$ cat src/rtl/multicycle_control_unit.sv
// rtl/multicycle_control_unit.sv - main control FSM and decoders for the multi-cycle RV32I datapath
//
// Sequences one instruction per 2-5 clocks (lw, sw, R-type, I-ALU, beq, jal) and drives every
// datapath select/enable. Optional feature macro: CTRL_BNE_EN (accept bne, funct3 001).
//
// Ports:
//   clk         system clock, all state on rising edge
//   reset       asynchronous active-high reset, state -> FETCH
//   instr       instruction register contents from the datapath
//   zero1       ALU zero flag, used only in the BEQ state
//   PCwrite     PC load enable (PCupdate | Branch & taken)
//   Adrsrc      memory address select (0 PC, 1 result)
//   Memwrite    data memory write enable
//   IRwrite     instruction/oldPC register load
//   ALUsrcA     ALU A select (00 PC, 01 oldPC, 10 reg A)
//   ALUsrcB     ALU B select (00 reg B, 01 immExt, 10 const 4)
//   Resultsrc   result select (00 ALUout, 01 mem data, 10 ALUresult)
//   immsrc      immediate format (00 I, 01 S, 10 B, 11 J)
//   Regwrite    register file write enable
//   ALUcontrol  ALU operation code
//   illegal     one-cycle pulse in DECODE for an unsupported opcode/funct3
//   state       current FSM state code (debug)
module multicycle_control_unit #(
    parameter int DBG_STATE_W = 4
) (
    input  logic                   clk,
    input  logic                   reset,
    input  logic [31:0]            instr,
    input  logic                   zero1,
    output logic                   PCwrite,
    output logic                   Adrsrc,
    output logic                   Memwrite,
    output logic                   IRwrite,
    output logic [1:0]             ALUsrcA,
    output logic [1:0]             ALUsrcB,
    output logic [1:0]             Resultsrc,
    output logic [1:0]             immsrc,
    output logic                   Regwrite,
    output logic [3:0]             ALUcontrol,
    output logic                   illegal,
    output logic [DBG_STATE_W-1:0] state
);

    typedef enum logic [3:0] {
        S_FETCH    = 4'd0,
        S_DECODE   = 4'd1,
        S_MEMADR   = 4'd2,
        S_MEMREAD  = 4'd3,
        S_MEMWB    = 4'd4,
        S_MEMWRITE = 4'd5,
        S_EXECR    = 4'd6,
        S_EXECI    = 4'd7,
        S_ALUWB    = 4'd8,
        S_BEQ      = 4'd9,
        S_JAL      = 4'd10
    } state_t;

    typedef struct packed {
        logic       adrsrc;
        logic       memwrite;
        logic       irwrite;
        logic [1:0] srca;
        logic [1:0] srcb;
        logic [1:0] resultsrc;
        logic       regwrite;
        logic [1:0] aluop;
        logic       branch;
        logic       pcupdate;
    } ctl_t;

    localparam logic [6:0] OP_LW  = 7'b0000011;
    localparam logic [6:0] OP_SW  = 7'b0100011;
    localparam logic [6:0] OP_R   = 7'b0110011;
    localparam logic [6:0] OP_I   = 7'b0010011;
    localparam logic [6:0] OP_B   = 7'b1100011;
    localparam logic [6:0] OP_JAL = 7'b1101111;

    localparam logic [3:0] ALU_ADD = 4'b0000;
    localparam logic [3:0] ALU_SUB = 4'b0001;
    localparam logic [3:0] ALU_AND = 4'b0010;
    localparam logic [3:0] ALU_OR  = 4'b0011;
    localparam logic [3:0] ALU_XOR = 4'b0100;
    localparam logic [3:0] ALU_SLT = 4'b0101;
    localparam logic [3:0] ALU_SLL = 4'b0110;
    localparam logic [3:0] ALU_SRL = 4'b0111;
    localparam logic [3:0] ALU_SRA = 4'b1000;

    state_t     cur;
    state_t     nxt;
    ctl_t       ctl;
    logic [6:0] op;
    logic [2:0] f3;
    logic       branch_ok;
    logic       bad_instr;
    logic       taken;
    logic       unused_instr;

    assign op = instr[6:0];
    assign f3 = instr[14:12];
    assign unused_instr = ^{instr[31], instr[29:15], instr[11:7]};

    // Moore select/enable values that belong to each state.
    function automatic ctl_t ctl_of(input state_t s);
        ctl_t c;
        c = '0;
        case (s)
            S_FETCH:    begin c.irwrite = 1'b1; c.srcb = 2'b10; c.resultsrc = 2'b10; c.pcupdate = 1'b1; end
            S_DECODE:   begin c.srca = 2'b01; c.srcb = 2'b01; end
            S_MEMADR:   begin c.srca = 2'b10; c.srcb = 2'b01; end
            S_MEMREAD:  begin c.adrsrc = 1'b1; end
            S_MEMWB:    begin c.resultsrc = 2'b01; c.regwrite = 1'b1; end
            S_MEMWRITE: begin c.adrsrc = 1'b1; c.memwrite = 1'b1; end
            S_EXECR:    begin c.srca = 2'b10; c.aluop = 2'b10; end
            S_EXECI:    begin c.srca = 2'b10; c.srcb = 2'b01; c.aluop = 2'b10; end
            S_ALUWB:    begin c.regwrite = 1'b1; end
            S_BEQ:      begin c.srca = 2'b10; c.aluop = 2'b01; c.branch = 1'b1; end
            S_JAL:      begin c.srca = 2'b01; c.srcb = 2'b10; c.pcupdate = 1'b1; end
            default:    c = '0;
        endcase
        return c;
    endfunction

`ifdef CTRL_BNE_EN
    assign branch_ok = (f3 == 3'b000) || (f3 == 3'b001);
    assign taken     = instr[12] ? ~zero1 : zero1;
`else
    assign branch_ok = (f3 == 3'b000);
    assign taken     = zero1;
`endif

    always_comb begin
        bad_instr = 1'b1;
        case (op)
            OP_LW, OP_SW, OP_R, OP_I, OP_JAL: bad_instr = 1'b0;
            OP_B:                             bad_instr = ~branch_ok;
            default:                          bad_instr = 1'b1;
        endcase
    end

    always_comb begin
        nxt = S_FETCH;
        case (cur)
            S_FETCH:  nxt = S_DECODE;
            S_DECODE: begin
                case (op)
                    OP_LW, OP_SW: nxt = S_MEMADR;
                    OP_R:         nxt = S_EXECR;
                    OP_I:         nxt = S_EXECI;
                    OP_B:         nxt = branch_ok ? S_BEQ : S_FETCH;
                    OP_JAL:       nxt = S_JAL;
                    default:      nxt = S_FETCH;
                endcase
            end
            // opcode bit 5 separates sw (0100011) from lw (0000011)
            S_MEMADR:   nxt = op[5] ? S_MEMWRITE : S_MEMREAD;
            S_MEMREAD:  nxt = S_MEMWB;
            S_EXECR:    nxt = S_ALUWB;
            S_EXECI:    nxt = S_ALUWB;
            S_JAL:      nxt = S_ALUWB;
            default:    nxt = S_FETCH;
        endcase
    end

    // Controls are registered alongside the state so they come straight from flops.
    always_ff @(posedge clk or posedge reset) begin
        if (reset) begin
            cur <= S_FETCH;
            ctl <= ctl_of(S_FETCH);
        end else begin
            cur <= nxt;
            ctl <= ctl_of(nxt);
        end
    end

    always_comb begin
        ALUcontrol = ALU_ADD;
        case (ctl.aluop)
            2'b01: ALUcontrol = ALU_SUB;
            2'b10: begin
                case (f3)
                    3'b000:  ALUcontrol = (op[5] & instr[30]) ? ALU_SUB : ALU_ADD;
                    3'b010:  ALUcontrol = ALU_SLT;
                    3'b100:  ALUcontrol = ALU_XOR;
                    3'b110:  ALUcontrol = ALU_OR;
                    3'b111:  ALUcontrol = ALU_AND;
                    3'b001:  ALUcontrol = ALU_SLL;
                    3'b101:  ALUcontrol = instr[30] ? ALU_SRA : ALU_SRL;
                    default: ALUcontrol = ALU_ADD;
                endcase
            end
            default: ALUcontrol = ALU_ADD;
        endcase
    end

    always_comb begin
        immsrc = 2'b00;
        case (op)
            OP_SW:   immsrc = 2'b01;
            OP_B:    immsrc = 2'b10;
            OP_JAL:  immsrc = 2'b11;
            default: immsrc = 2'b00;
        endcase
    end

    // Write enables are gated by reset itself so an abort takes effect in the same cycle.
    assign PCwrite   = ~reset & (ctl.pcupdate | (ctl.branch & taken));
    assign IRwrite   = ~reset & ctl.irwrite;
    assign Memwrite  = ~reset & ctl.memwrite;
    assign Regwrite  = ~reset & ctl.regwrite;
    assign Adrsrc    = ctl.adrsrc;
    assign ALUsrcA   = ctl.srca;
    assign ALUsrcB   = ctl.srcb;
    assign Resultsrc = ctl.resultsrc;
    assign illegal   = (cur == S_DECODE) & bad_instr;
    assign state     = DBG_STATE_W'(cur);

endmodule
$ cat config.mk
export PLATFORM = sky130hd
export DESIGN_NAME = multicycle_control_unit
export DESIGN_NICKNAME = d
export VERILOG_FILES = /design/src/rtl/multicycle_control_unit.sv
export SDC_FILE = /design/constraint.sdc
export NUM_CORES = 1
export LEC_CHECK = 0
export BUFFER_PORTS_ARGS = -buffer_cell sky130_fd_sc_hd__buf_2
export CAP_MARGIN = 20
export CORE_ASPECT_RATIO = 0.7
export CORE_MARGIN = 5
export CORE_UTILIZATION = 46
export DETAILED_ROUTE_END_ITERATION = 12
export PLACE_DENSITY = 0.89
export SYNTH_ARGS = -nofsm -noshare
export SYNTH_HDL_FRONTEND = slang
export SYNTH_SLANG_ARGS = --single-unit
$ cat constraint.sdc
create_clock -name clk -period 2.5 [get_ports clk]
set_clock_uncertainty 0.15 [all_clocks]
set_input_delay 0.75 -clock clk [delete_from_list [all_inputs] [get_ports clk]]
set_output_delay 0.75 -clock clk [all_outputs]
set_load 0.005 [all_outputs]
==> flow_summary.toml, run 1 <==
[run]
maxCapViolations = 0

[clock_tree]
cts_sinks = 16
clkTransAtPathRegs_ns = 0.09
cts_buffers = 3
cts_tree = "built"
h-tree-depth = 1
clk_path_buf_depth = 2
clk_latency_ns = 0.29
cts_root_buf = "clkbuf_4"

[status]
violations = "setup timing"
outcome = "finished, violations left"

[logic_synthesis]
synth_area_leaders = "dfrtp_1 (36%), dfstp_2 (5.3%), a21oi_1 (4.6%)"
yosysWarnings = 0
async_flop_share = 1.00
synth_edf_count = 0
synth_nets = 143
ys_seq_area_frac = 0.410
synthCells = 106
post_synth.cell_area_avg_um2 = 9.28
ys_ff_latch = 16
ys.flop_type = "dfrtp_1"
synth_top_area_cell = "dfrtp_1"
ys_types = 34
yosys.area.top_type_share = 0.356
synth_common_cells = "dfrtp_1 (14), inv_1 (12), a21oi_1 (9), o21ai_0 (9), nor2_1 (8)"
netlist_area_um2 = 983
synth_most_common_cell = "dfrtp_1"

[grt]
grt_pass1_vias = 909
grt.overflow.total = 0
antenna_found_initial = 0
grt_usage = 0.169
grt_pass1_wl_mm = 4.20
grt_max_degree = 17

[timing]
relSlewSlack = 0.615
timing.final.crit_share = 1.01
grt_setup_unrepaired = "yes"
fin_crit_ns = 2.53
hold_ws_ns = 0.387
final.setup.worst_slack_ns = -0.0258
setup_viol = 3
slew_viol_final = 0
hold_viol = 0
fmax_mhz = 396
tightestPinTransition_ns = 0.576

[floorplanning]
ioPinCount = 57
fp.dieW_um = 65.3
core_um2 = 2100
start_util = 0.468
rows = 14
die_y_um = 48.7
die_area_um2 = 3180

[routing]
dr.pass1.iters = 4
drt-met1-wl_mm = 1.05
top_layer = "met4"
ant_nets = 0
wl_per_cell_um = 15.7
post-route-drc-count = 0
dr_wl_met2_mm = 1.45
routed_wl_mm = 2.77
drt_iter0_markers = 52
met3WireLength_um = 216
num_vias = 989
vias_per_cell = 5.59

[final_layout]
stdcell_area_um2 = 1360
area_growth_pct = 37.9
diodes = 0
nets = 191
n_fill_cell = 154
drive_above_1_share = 0.477

[power_and_ir_drop]
power_density_nw_per_um2 = 430
power_uw = 583
p_leak_uw = 0.000735
vdd_drop_max_mv = 0.273

[worst_setup_path]
cp.arrival_ns = 1.63
crit_path_start_kind = "flop"
cp_max_fo = 7
critPathKind = "flop to output port"
crit_path_end_kind = "output port"
crit_required_ns = 1.60

[min_path]
hp-class = "input port to async pin"

[placement]
gp_congestion = 0.793
placed_area_um2 = 1200
place_hpwl_mm = 1.88
port_buffers = 35
dp_slack_ns = -0.0695
cell type report:
class	count	area (um2)	share of cell area
multi-input cells	72	536	0.395
flip-flops and latches	16	405	0.299
repair buffers	49	304	0.224
inverters	12	45.0	0.0332
clock buffers	4	36.3	0.0268
well taps	24	30.0	0.0221
cells in the final DEF, fill, tap and decap left out, drive strengths merged, types with 2 or more instances in the layout:
| master | synthesis | layout |
|---|---|---|
| and3b | 2 | 2 |
| inv | 12 | 12 |
| mux2 | 2 | 2 |
| dfstp | 2 | 2 |
| buf | 6 | 49 |
| nand2 | 5 | 5 |
| nor2b | 3 | 3 |
| dfrtp | 14 | 14 |
| clkbuf | 0 | 4 |
| a2bb2oi | 2 | 2 |
| nor2 | 8 | 8 |
| ha | 2 | 2 |
| a21oi | 9 | 9 |
| nand2b | 6 | 6 |
| o21ai | 10 | 10 |
| nor3 | 5 | 5 |
| and3 | 2 | 2 |
critical path, cell delays in order, from the launching register on:
cell      delay [ns]
dfrtp_2         0.46
nand2b_1        0.22
nor3_4          0.26
o21ai_0         0.15
a21oi_1         0.12
buf_2           0.13
repair_timing:
item / 4_1_cts / 5_1_grt
gates cloned: 0 / 0
setup buffers: 2 / 5
gates resized for setup: 6 / 12
hold buffers: 0 / 0
pin swaps: 3 / 6
endpoints found under the setup margin: 2 / 6
stage by stage:
stage               TNS (ns)  utilization  cells
detailed placement    -0.117        0.569    166
CTS                  -0.0286        0.605    172
global route          -0.357        0.645    177
floorplan                  0            -    106
finish               -0.0628        0.645    177
global placement     -0.0571        0.569    166
logic make-up (layout without fill, tap and decap cells):
| group | Yosys count | after routing | share of synthesized area |
|---|---|---|---|
| DFF | 16 | 16 | 0.410 |
| buffers and inverters | 18 | 65 | 0.0916 |
| AOI/OAI and AO/OA | 29 | 29 | 0.192 |
| muxes | 2 | 2 | 0.0229 |
| adders and majority gates | 2 | 2 | 0.0254 |
| and+or+nand+nor | 39 | 39 | 0.258 |
where the power goes:
part,internal [uW],switching (uW)
Combinational,61.4,67.7
Clock,88.9,83.7
Sequential,273,8.87
Total,423,160
per-layer routing:
metal / vias to the layer above / GRT usage
met3: 8 / 0.0579
li1: 463 / -
met5: - / 0
met2: 46 / 0.304
met1: 472 / 0.187
met4: 0 / 0.0448
path summary, 6_finish.rpt:
kind	end	slack (ns)	from	cells after the start
setup / recovery	illegal	-0.03	state[1]	5
min in group clk	ctl[12]	0.49	state[1]	1
max in group asynchronous	state[0]	1.40	reset	2
setup reg to reg	ALUsrcA[1]	0.50	state[1]	6
hold reg to reg	ctl[12]	0.49	state[1]	1
hold / removal	ctl[12]	0.39	reset	2
registers in the layout, indices dropped and copies added (netlist names):
signal     flops
ALUsrcA        2
Adrsrc         1
ALUsrcB        2
state          4
Resultsrc      1
ctl            6
Note: power is estimated with default switching activity, not from simulation.
==> run 2: changes to the inputs <==
Settings changed: CORE_ASPECT_RATIO 0.7 to unset.
==> flow_summary.toml, run 2 (synthesis gave the netlist of run 1 again) <==
[status]
outcome = "finished, violations left"
violations = "setup timing"

[grt]
grt_pass1_wl_mm = 4.18
antenna_found_initial = 0
use_met1 = 0.187
grtUsageMet3 = 0.0162
grt.overflow.total = 0
busiest_layer = "met2"
grt_usage = 0.159
grt_pass1_vias = 954
grtUsageMet2 = 0.290
grt_max_degree = 17

[final_layout]
largest_register_ffs = 6
stdcell_area_um2 = 1340
area_growth_pct = 35.8
nets = 188
layout_commonest_cell = "buf_2"
fin_util = 0.667
final_cell_mix = "buf_2 (31), dfrtp_1 (13), inv_1 (12)"
n_fill_cell = 162
regMostFlops = "ctl"
drive_above_1_share = 0.456
diodes = 0

[routing]
num_vias = 980
vias_per_cell = 5.57
routed_wl_mm = 2.65
wl_per_cell_um = 15.1
dr.pass1.iters = 4
ant_nets = 0
drt_iter0_markers = 44
post-route-drc-count = 0

[clock_tree]
clk_path_buf_depth = 2
cts_sinks = 16
clk_latency_ns = 0.28
cts_tree = "built"
h-tree-depth = 1
cts_root_buf = "clkbuf_4"
clkTransAtPathRegs_ns = 0.09
cts_buffers = 3

[power_and_ir_drop]
power_density_nw_per_um2 = 402
vdd_drop_max_mv = 0.342
p_leak_uw = 0.000713
power_uw = 537

[timing]
timing.final.crit_share = 1.02
tns_ns = -0.0933
relSlewSlack = 0.617
fin_crit_ns = 2.56
grt_setup_unrepaired = "yes"
tightestPinTransition_ns = 0.574
hold_viol = 0
final.setup.worst_slack_ns = -0.0598
slew_viol_final = 0
setup_viol = 2
fmax_mhz = 391

[worst_setup_path]
crit_path_end_kind = "output port"
crit_required_ns = 1.60
critPathKind = "input port to output port"
crit_path_start_kind = "input port"
cp.arrival_ns = 1.66
cp_max_fo = 4

[run]
maxCapViolations = 0

[placement]
place_hpwl_mm = 1.88
port_buffers = 35
gp_congestion = 0.824
dp_slack_ns = -0.0526
placed_area_um2 = 1210

[floorplanning]
die_y_um = 56.2
start_util = 0.491
die_area_um2 = 3160
ioPinCount = 57
core_um2 = 2000
fp.dieW_um = 56.2
rows = 16

[min_path]
hp-class = "input port to async pin"
==> run 2: cell count changes in the layout (fill, tap and decap cells not counted), sizes merged <==
| cell | previous run | this run |
|---|---|---|
| clkbuf | 4 | 3 |
| buf | 49 | 46 |
==> run 2: worst paths after layout <==
check	slack [ns]	depth (start not counted)	from	to
worst max-delay path	-0.06	5	instr[13]	illegal
worst min-delay path	0.41	2	reset	Adrsrc
worst max register to register	0.68	6	state[0]	ALUsrcA[1]
worst min register to register	0.51	3	state[1]	Adrsrc
max in group asynchronous	1.39	2	reset	state[0]
min in group clk	0.51	3	state[1]	Adrsrc
==> run 2: final cells by class <==
type / instances / area [um2] / area share
Inverter: 12 / 45.0 / 0.0337
Multi-Input combinational cell: 72 / 536 / 0.401
Sequential cell: 16 / 404 / 0.303
Timing Repair Buffer: 46 / 294 / 0.220
Tap cell: 27 / 33.8 / 0.0253
Clock buffer: 3 / 22.5 / 0.0169
==> run 2: power by group <==
part	internal (uW)	switching, uW	total (uW)
Sequential	273	8.75	281
Clock	55.9	73.6	129
Combinational	58.9	67.0	126
Total	387	149	537
==> run 2: layer usage <==
layer	vias up	part of all wire	wire length, um
li1	461	-	-
met1	456	0.37	973
met2	57	0.54	1440
met3	6	0.069	184
met4	0	0.021	57
met5	-	0	0
==> run 2: metrics by stage <==
stage	instances	hold slack, ns
floorplan	106	0.457
CTS	173	0.419
detailed placement	170	0.480
global placement	170	0.472
global route	176	0.457
finish	176	0.407
==> run 2: critical path: stages <==
cell,delay (ns)
buf_8,0.10
or3_4,0.41
o21ai_2,0.15
a21oi_1,0.10
buf_2,0.15
==> run 2: timing repair <==
item,CTS,global route
endpoints found under the setup margin,2,5
pin swaps,0,6
resized for setup,3,17
buffers inserted,0,3
hold buffers,0,0
endpoints found under the hold margin,0,0
